### config.mk
export PLATFORM = sky130hd
export DESIGN_NAME = fta_arbiter
export DESIGN_NICKNAME = d
export VERILOG_FILES = /design/src/rtl/fta_arbiter.sv
export SDC_FILE = /design/constraint.sdc
export NUM_CORES = 1
export LEC_CHECK = 0
export ABC_AREA = 1
export CAP_MARGIN = 20
export CORE_AREA = 3 3 642 644
export DETAILED_ROUTE_END_ITERATION = 16
export DIE_AREA = 0 0 645 647
export SKIP_LAST_GASP = 1
export SYNTH_ARGS = -nofsm -noshare
export SYNTH_HDL_FRONTEND = slang
export SYNTH_SLANG_ARGS = --single-unit
### constraint.sdc
create_clock -name clk -period 2.3 [get_ports clk]
set_input_delay 0.345 -clock clk [delete_from_list [all_inputs] [get_ports clk]]
set_output_delay 0.345 -clock clk [all_outputs]
set_load 0.005 [all_outputs]
### src/rtl/fta_arbiter.sv
// Bus arbiter: grants one of NCH master channels access to a single FTA bus
// (fixed-priority or round-robin, with a burst hold limit) and routes bus responses back.
package fta_pkg;

  typedef struct packed {
    logic [3:0] channel;
    logic [3:0] id;
  } fta_tid_t;

  typedef struct packed {
    logic          cyc;
    logic          stb;
    logic          we;
    logic [15:0]   sel;
    logic [31:0]   adr;
    logic [127:0]  dat;
    fta_tid_t      tid;
  } fta_cmd_request128_t;

  typedef struct packed {
    logic          ack;
    logic          rty;
    logic          err;
    fta_tid_t      tid;
    logic [127:0]  dat;
  } fta_cmd_response128_t;

endpackage

module fta_arbiter
  import fta_pkg::*;
#(
  parameter int NCH     = 4,
  parameter int MODE    = 1,
  parameter int MAXHOLD = 16
) (
  input  logic                 clk,
  input  logic                 rst,
  input  fta_cmd_request128_t  req [NCH],
  output fta_cmd_response128_t resp [NCH],
  output fta_cmd_request128_t  fta_req,
  input  fta_cmd_response128_t fta_resp,
  output logic [NCH-1:0]       gnt,
  output logic [15:0]          stray_cnt
);

  localparam int IW = $clog2(NCH);
  localparam logic ST_IDLE  = 1'b0;
  localparam logic ST_GRANT = 1'b1;
  // Forced rotation fires during the MAXHOLD-th consecutive grant cycle.
  localparam logic [15:0] HOLD_LIM = (MAXHOLD == 0) ? 16'd0 : 16'(MAXHOLD - 1);

  logic                 state_r, state_s;
  logic [IW-1:0]        gidx_r, gidx_s;
  logic [NCH-1:0]       gnt_r, gnt_s;
  logic [IW-1:0]        ptr_r, ptr_s;
  logic [15:0]          hold_r, hold_s;
  logic [15:0]          stray_r;
  fta_cmd_response128_t rsp_r;

  logic [NCH-1:0]       cyc_s;
  logic [NCH-1:0]       others_s;
  logic [IW-1:0]        win_s;
  logic                 take_s;
  logic                 idle_s;

  function automatic logic [IW-1:0] pick(input logic [NCH-1:0] m, input logic [IW-1:0] start);
    logic [IW-1:0] w;
    logic          found;
    int            idx;
    w     = '0;
    found = 1'b0;
    for (int k = 0; k < NCH; k++) begin
      idx = (int'(start) + k) % NCH;
      if (!found && m[idx]) begin
        found = 1'b1;
        w     = IW'(idx);
      end
    end
    return w;
  endfunction

  // Arbitration: choose the next grant owner, pointer and hold count.
  always_comb begin
    for (int i = 0; i < NCH; i++) begin
      cyc_s[i] = req[i].cyc;
    end
    // The current owner never competes, so a release-and-rerequest loses to everyone else.
    others_s = cyc_s & ~gnt_r;
    win_s    = pick(others_s, (MODE == 1) ? ptr_r : {IW{1'b0}});
    take_s   = 1'b0;
    idle_s   = 1'b0;
    case (state_r)
      ST_IDLE: begin
        take_s = |cyc_s;
      end
      ST_GRANT: begin
        if (!cyc_s[gidx_r]) begin
          take_s = |others_s;
          idle_s = ~(|others_s);
        end else if ((MAXHOLD != 0) && (hold_r >= HOLD_LIM) && (|others_s)) begin
          take_s = 1'b1;
        end else begin
          take_s = 1'b0;
        end
      end
      default: begin
        idle_s = 1'b1;
      end
    endcase

    state_s = state_r;
    gidx_s  = gidx_r;
    gnt_s   = gnt_r;
    ptr_s   = ptr_r;
    hold_s  = hold_r;
    if (take_s) begin
      state_s = ST_GRANT;
      gidx_s  = win_s;
      gnt_s   = {{(NCH-1){1'b0}}, 1'b1} << win_s;
      ptr_s   = (win_s == IW'(NCH - 1)) ? {IW{1'b0}} : win_s + 1'b1;
      hold_s  = 16'd0;
    end else if (idle_s) begin
      state_s = ST_IDLE;
      gnt_s   = '0;
      hold_s  = 16'd0;
    end else if ((state_r == ST_GRANT) && (hold_r != 16'hFFFF)) begin
      hold_s  = hold_r + 16'd1;
    end else begin
      hold_s  = hold_r;
    end
  end

  // Grant state, response register and stray counter.
  always_ff @(posedge clk or negedge rst) begin
    if (!rst) begin
      state_r <= ST_IDLE;
      gidx_r  <= '0;
      gnt_r   <= '0;
      ptr_r   <= '0;
      hold_r  <= 16'd0;
      stray_r <= 16'd0;
      rsp_r   <= '0;
    end else begin
      state_r <= state_s;
      gidx_r  <= gidx_s;
      gnt_r   <= gnt_s;
      ptr_r   <= ptr_s;
      hold_r  <= hold_s;
      rsp_r   <= fta_resp;
      if (rsp_r.ack && (int'(rsp_r.tid.channel) >= NCH) && (stray_r != 16'hFFFF)) begin
        stray_r <= stray_r + 16'd1;
      end else begin
        stray_r <= stray_r;
      end
    end
  end

  // Bus request mux: the owner's request passes straight through.
  always_comb begin
    if (state_r == ST_GRANT) begin
      fta_req = req[gidx_r];
    end else begin
      fta_req = '0;
    end
  end

  // Response fan-out: routing follows tid.channel, independent of who holds the grant.
  always_comb begin
    for (int i = 0; i < NCH; i++) begin
      resp[i]     = '0;
      resp[i].tid = req[i].tid;
      if ((rsp_r.ack || rsp_r.err || rsp_r.rty) && (int'(rsp_r.tid.channel) == i)) begin
        resp[i]     = rsp_r;
        resp[i].rty = (state_r == ST_GRANT) && (gidx_r == IW'(i)) ? rsp_r.rty : 1'b1;
      end else begin
        resp[i].rty = !((state_r == ST_GRANT) && (gidx_r == IW'(i)));
      end
    end
  end

  assign gnt       = gnt_r;
  assign stray_cnt = stray_r;

endmodule

# Word-level counts from Yosys, hierarchy flattened
# Index checks and enable logic that the tools add are counted.
# word_totals
register_bits,180
output_inout_bits,763
# op_classes
eq_ne,9
n_reduce_logical,33
bitwise_logic,8
shift,1
add_sub_neg,6
n_lt_le_gt_ge,8
n_mux,53
# ops
operator,n
2-to-1 mux 187 bit,3
2-to-1 mux 137 bit,4
binary-select mux 187 bit (select 2 bit),1
2-to-1 mux 16 bit,3
adder 16 x 1 -> 16 bit (second input constant),2
!= test 16 bit (second input constant),2
2-to-1 mux 1 bit,29
greater-or-equal comparator 16 x 4 -> 1 bit (second input constant),1
logical AND 1 bit,15
< comparator 3 x 4 -> 1 bit (second input constant),3
binary-select mux 1 bit (select 2 bit),5
2-to-1 mux 2 bit,5
== test 4 x 3 -> 1 bit (second input constant),2
2-to-1 mux 4 bit,2
OR reduction 4 bit,2
zero test 1 bit,7
== test 2 bit (second input constant),3
< comparator 2 x 3 -> 1 bit (second input constant),2
OR reduction 2 bit,3
adder 2 x 1 -> 2 bit (second input constant),2
adder 2 bit (second input constant),2
bitwise AND 4 bit,1
== test 4 x 2 -> 1 bit (second input constant),1
greater-or-equal comparator 4 x 3 -> 1 bit (second input constant),1
13 further kinds,17

# Depth between registers and ports, before layout
# logic_depth
depth_word,16
ltp_mapped,15

# Least setup slack after synthesis
# OpenSTA, ideal clock, no wires.
# synth_timing
path_type,register -> output
start,register gidx_r[0]
end,output fta_req[177] (netlist name)
t_arrival_ns,1.429
path_buffers,3
path_slack_ns,0.526
t_required_ns,1.955
path_stages_with_launch,7
path_cell_list,dfrtp_1 buf_4 nor2_4 buf_2 buf_1 a22oi_1 a31oi_1
# synth_lines
item,line,text
from (decl),54,"logic [IW-1:0] gidx_r, gidx_s;"
from (signal assigned),146,gidx_r <= gidx_s;
to (decl),41,"output fta_cmd_request128_t fta_req,"

==> flow_metrics.tcl <==
set metrics [dict create \
    start_kind "register" \
    crit_arrival_ns 2.86 \
    cts_buffers 25 \
    worst_slew_pin_slew_ns 1.11 \
    grt_antenna_before_repair 317 \
    fp.dieH_um 647 \
    finalHoldViolCount 0 \
    synth.avg_cell_area_um2 6.42 \
    cts_root_buffer "clkbuf_16" \
    top_usage_layer "met2" \
    muxShareOfSynthArea_pct 0 \
    whs_endpoint "rsp_r[47]" \
    setup_viol 749 \
    design_area_mm2 0.0479 \
    placed_cell_area_mm2 0.0433 \
    grt_first_pass_wirelength_um 436000 \
    start_util_pct 3.54 \
    synth_area_leaders "dfrtp_1 31%, nor2_1 16%, nand3_1 14%" \
    io_pins 1652 \
    layout_setup_ws_ns -0.902 \
    place_worst_setup_slack_ns -0.832 \
    critical_path_class "register to output pin" \
    grt-ovfl-total 0 \
    clk_latency_ns 0.56 \
    yosysSeqAreaShare_pct 31.3 \
    max_slew_margin_pct 26.1 \
    viasPerCell 2.96 \
    wl_per_cell_um 39.9 \
    syn_nets 3135 \
    ys_ff_latch 180 \
    power.leakage_uw 0.0177 \
    synth_top_area_share_pct 31.3 \
    gp_congestion 0.976 \
    crit_fanout 15 \
    htreeDepth 4 \
    period_share_pct 139 \
    yosys_warnings 0 \
    synthAdderAreaFrac_pct 0.522 \
    p_per_area_mw_per_mm2 1050 \
    min_from "fta_resp[47]" \
    synth_area_mm2 0.0144 \
    fp.dieW_um 645 \
    num_vias 28964 \
    netlist.top_cell.by_area "dfrtp_1" \
    postRouteAntennaNets 0 \
    area_delta_synth_final_pct 233 \
    worstHoldPathCells 1 \
    yosys.cell_types.count 36 \
    grt_usage_pct 17.6 \
    grt_pass1_vias 25766 \
    use_met3_pct 8.25 \
    fin_setup_tns_ns -447.32 \
    worstPathRequired_ns 1.96 \
    yosys.area_share.simple_pct 36.1 \
    rr_startpoint "gidx_r[0]" \
    drtIter0Drc 3405 \
    place_hpwl_um 348000 \
    port_buffers 1651 \
    clk_pin_slew_worst_paths_ns 0.11 \
    post-route-drc-count 0 \
    r2r_slack_ns -0.03 \
    core_mm2 0.406 \
    drv_slew 0 \
    fin_crit_ns 3.20 \
    worstReg2RegEnd "gnt[2]" \
    synth_compound_area_share_pct 19.4 \
    grt_max_degree 80 \
    reg2regPathDepth 13 \
    fmax_mhz 312 \
    postSynthCellCount 2240 \
    drv_cap 0 \
    drive_gt1_share_pct 26.0 \
    status "finished with violations" \
    clk_path_buf_depth 3 \
    use_met1_pct 17.4 \
    num_rows 234 \
    synth_top_family_by_area "simple AND/OR/NAND/NOR gates" \
    fin_skew_ns 0.0405 \
    violations "setup timing" \
    worst_hold_path_type "input pin to register" \
    synth-xor-area-share_pct 1.03 \
    nets 5141 \
    first_pass_iters 8 \
    power_uw 50100 \
    cts_tree "done" \
    drt-total-wl_um 391000 \
    crit_path_end_kind "output pin" \
    vdd_drop_max_mv 0.494 \
    numClockSinks 180 \
    rsz0062_at_grt "yes" \
    met2_usage_pct 31.3 \
    dieArea_mm2 0.417 \
]
sequential cells by signal (all words and copies together) (netlist names):
signal / flops
gidx_r: 2
gnt: 4
hold_r: 16
ptr_r: 2
rsp_r: 139
state_r: 1
stray_cnt: 16
worst max path at each step:
stage                           from           end  slack, ns  cells past startpoint
after floorplan            gidx_r[0]  fta_req[177]       0.53                      6
after global placement     gidx_r[1]  fta_req[164]      -0.87                      7
after detailed placement   gidx_r[0]  fta_req[164]      -0.83                      8
after CTS                  gidx_r[0]  fta_req[153]      -1.02                     11
after global routing      rsp_r[134]     resp[455]      -0.94                      9
final                      gidx_r[0]   fta_req[39]      -0.90                      8
cells in the mapped netlist:
cell type and count:
o211ai_1 2, o21ai_0 15, inv_2 14, o22ai_1 4, nand2_1 165, xor2_1 14
nor3_1 10, nor3b_1 2, dfrtp_1 180, nand3_2 2, or2_2 2, clkbuf_1 105
nand4_1 20, nand3_1 396, a21oi_1 5, ha_1 6, a221oi_1 4, xnor2_1 3
nor2_4 1, inv_1 188, nor2_2 4, nand2_2 2, nor2_1 598, o21bai_1 1
nor4_4 2, buf_2 76, o21ai_1 18, nand4_2 1, buf_4 4, a21oi_4 1
a31oi_1 182, a22oi_1 182, nand3b_1 2, nor3_2 1, buf_1 27, inv_4 1
cell type report:
type	count	area [um2]
clock inverters	3	46.3
diodes	112	280
flip-flops and latches	180	4510
fillers	46906	359000
inverters	203	815
repair buffers	2191	25000
well taps	5428	6790
multi-input cells	1645	9740
clock buffers	29	671
through the flow:
step	cells	hold WS, ns	utilization, %
after detailed placement	9529	0.337	10.7
after floorplan	2240	0.0494	-
after global routing	9737	0.160	11.7
after global placement	9529	0.338	10.7
after CTS	9610	0.135	11.2
final	9791	0.202	11.8
power by group:
part / total (uW) / internal [uW] / switching, uW
combinational: 42300 / 19100 / 23100
clock: 4020 / 2170 / 1850
sequential: 3770 / 3450 / 319
cell families (layout without fill, tap and decap cells):
family / count (synthesis) / in the layout
AND/OR/NAND/NOR: 1208 / 1208
buffers and inverters: 415 / 2426
AO/OA/AOI/OAI: 414 / 414
flip-flops: 180 / 180
XOR/XNOR: 17 / 17
adder cells (fa/ha/maj): 6 / 6
other: 0 / 112
worst max-delay path, cell delays in order, from the launching register on:
cell	delay [ns]
dfrtp_4	0.53
clkinv_8	0.07
nor2_4	0.04
buf_12	0.14
buf_12	0.13
clkbuf_16	0.18
a22oi_1	0.56
a31oi_1	0.15
clkdlybuf4s50_1	0.51
per-layer routing:
layer  up-vias  wire, um
li1      11778         -
met1     14029    130000
met2      2325    195000
met3       684     44700
met4       148     20200
met5         -      1170
what timing repair did:
action | 4_1_cts | 5_1_grt
hold buffers | 1 | 0
endpoints found under the hold margin | 40 | 0
cloned | 12 | 29
buffers inserted | 43 | 74
pin swaps | 29 | 67
resized for setup | 305 | 403
endpoints found under the setup margin | 743 | 767
placed cells by master, fill, tap and decap left out, drive strengths merged, types with 2 or more instances in the layout:
| cell | n |
|---|---|
| a21oi | 6 |
| a221oi | 4 |
| a22oi | 182 |
| a31oi | 182 |
| buf | 813 |
| clkbuf | 66 |
| clkdlybuf4s15 | 6 |
| clkdlybuf4s50 | 1326 |
| clkinv | 3 |
| dfrtp | 180 |
| diode | 112 |
| dlygate4sd2 | 3 |
| dlymetal6s2s | 4 |
| ha | 6 |
| inv | 201 |
| nand2 | 167 |
| nand3 | 398 |
| nand3b | 2 |
| nand4 | 21 |
| nor2 | 603 |
| nor3 | 11 |
| nor3b | 2 |
| nor4 | 2 |
| o211ai | 2 |
| o21ai | 33 |
| o22ai | 4 |
| or2 | 2 |
| xnor2 | 3 |
| xor2 | 14 |
Power figures use the tool's default switching activity.
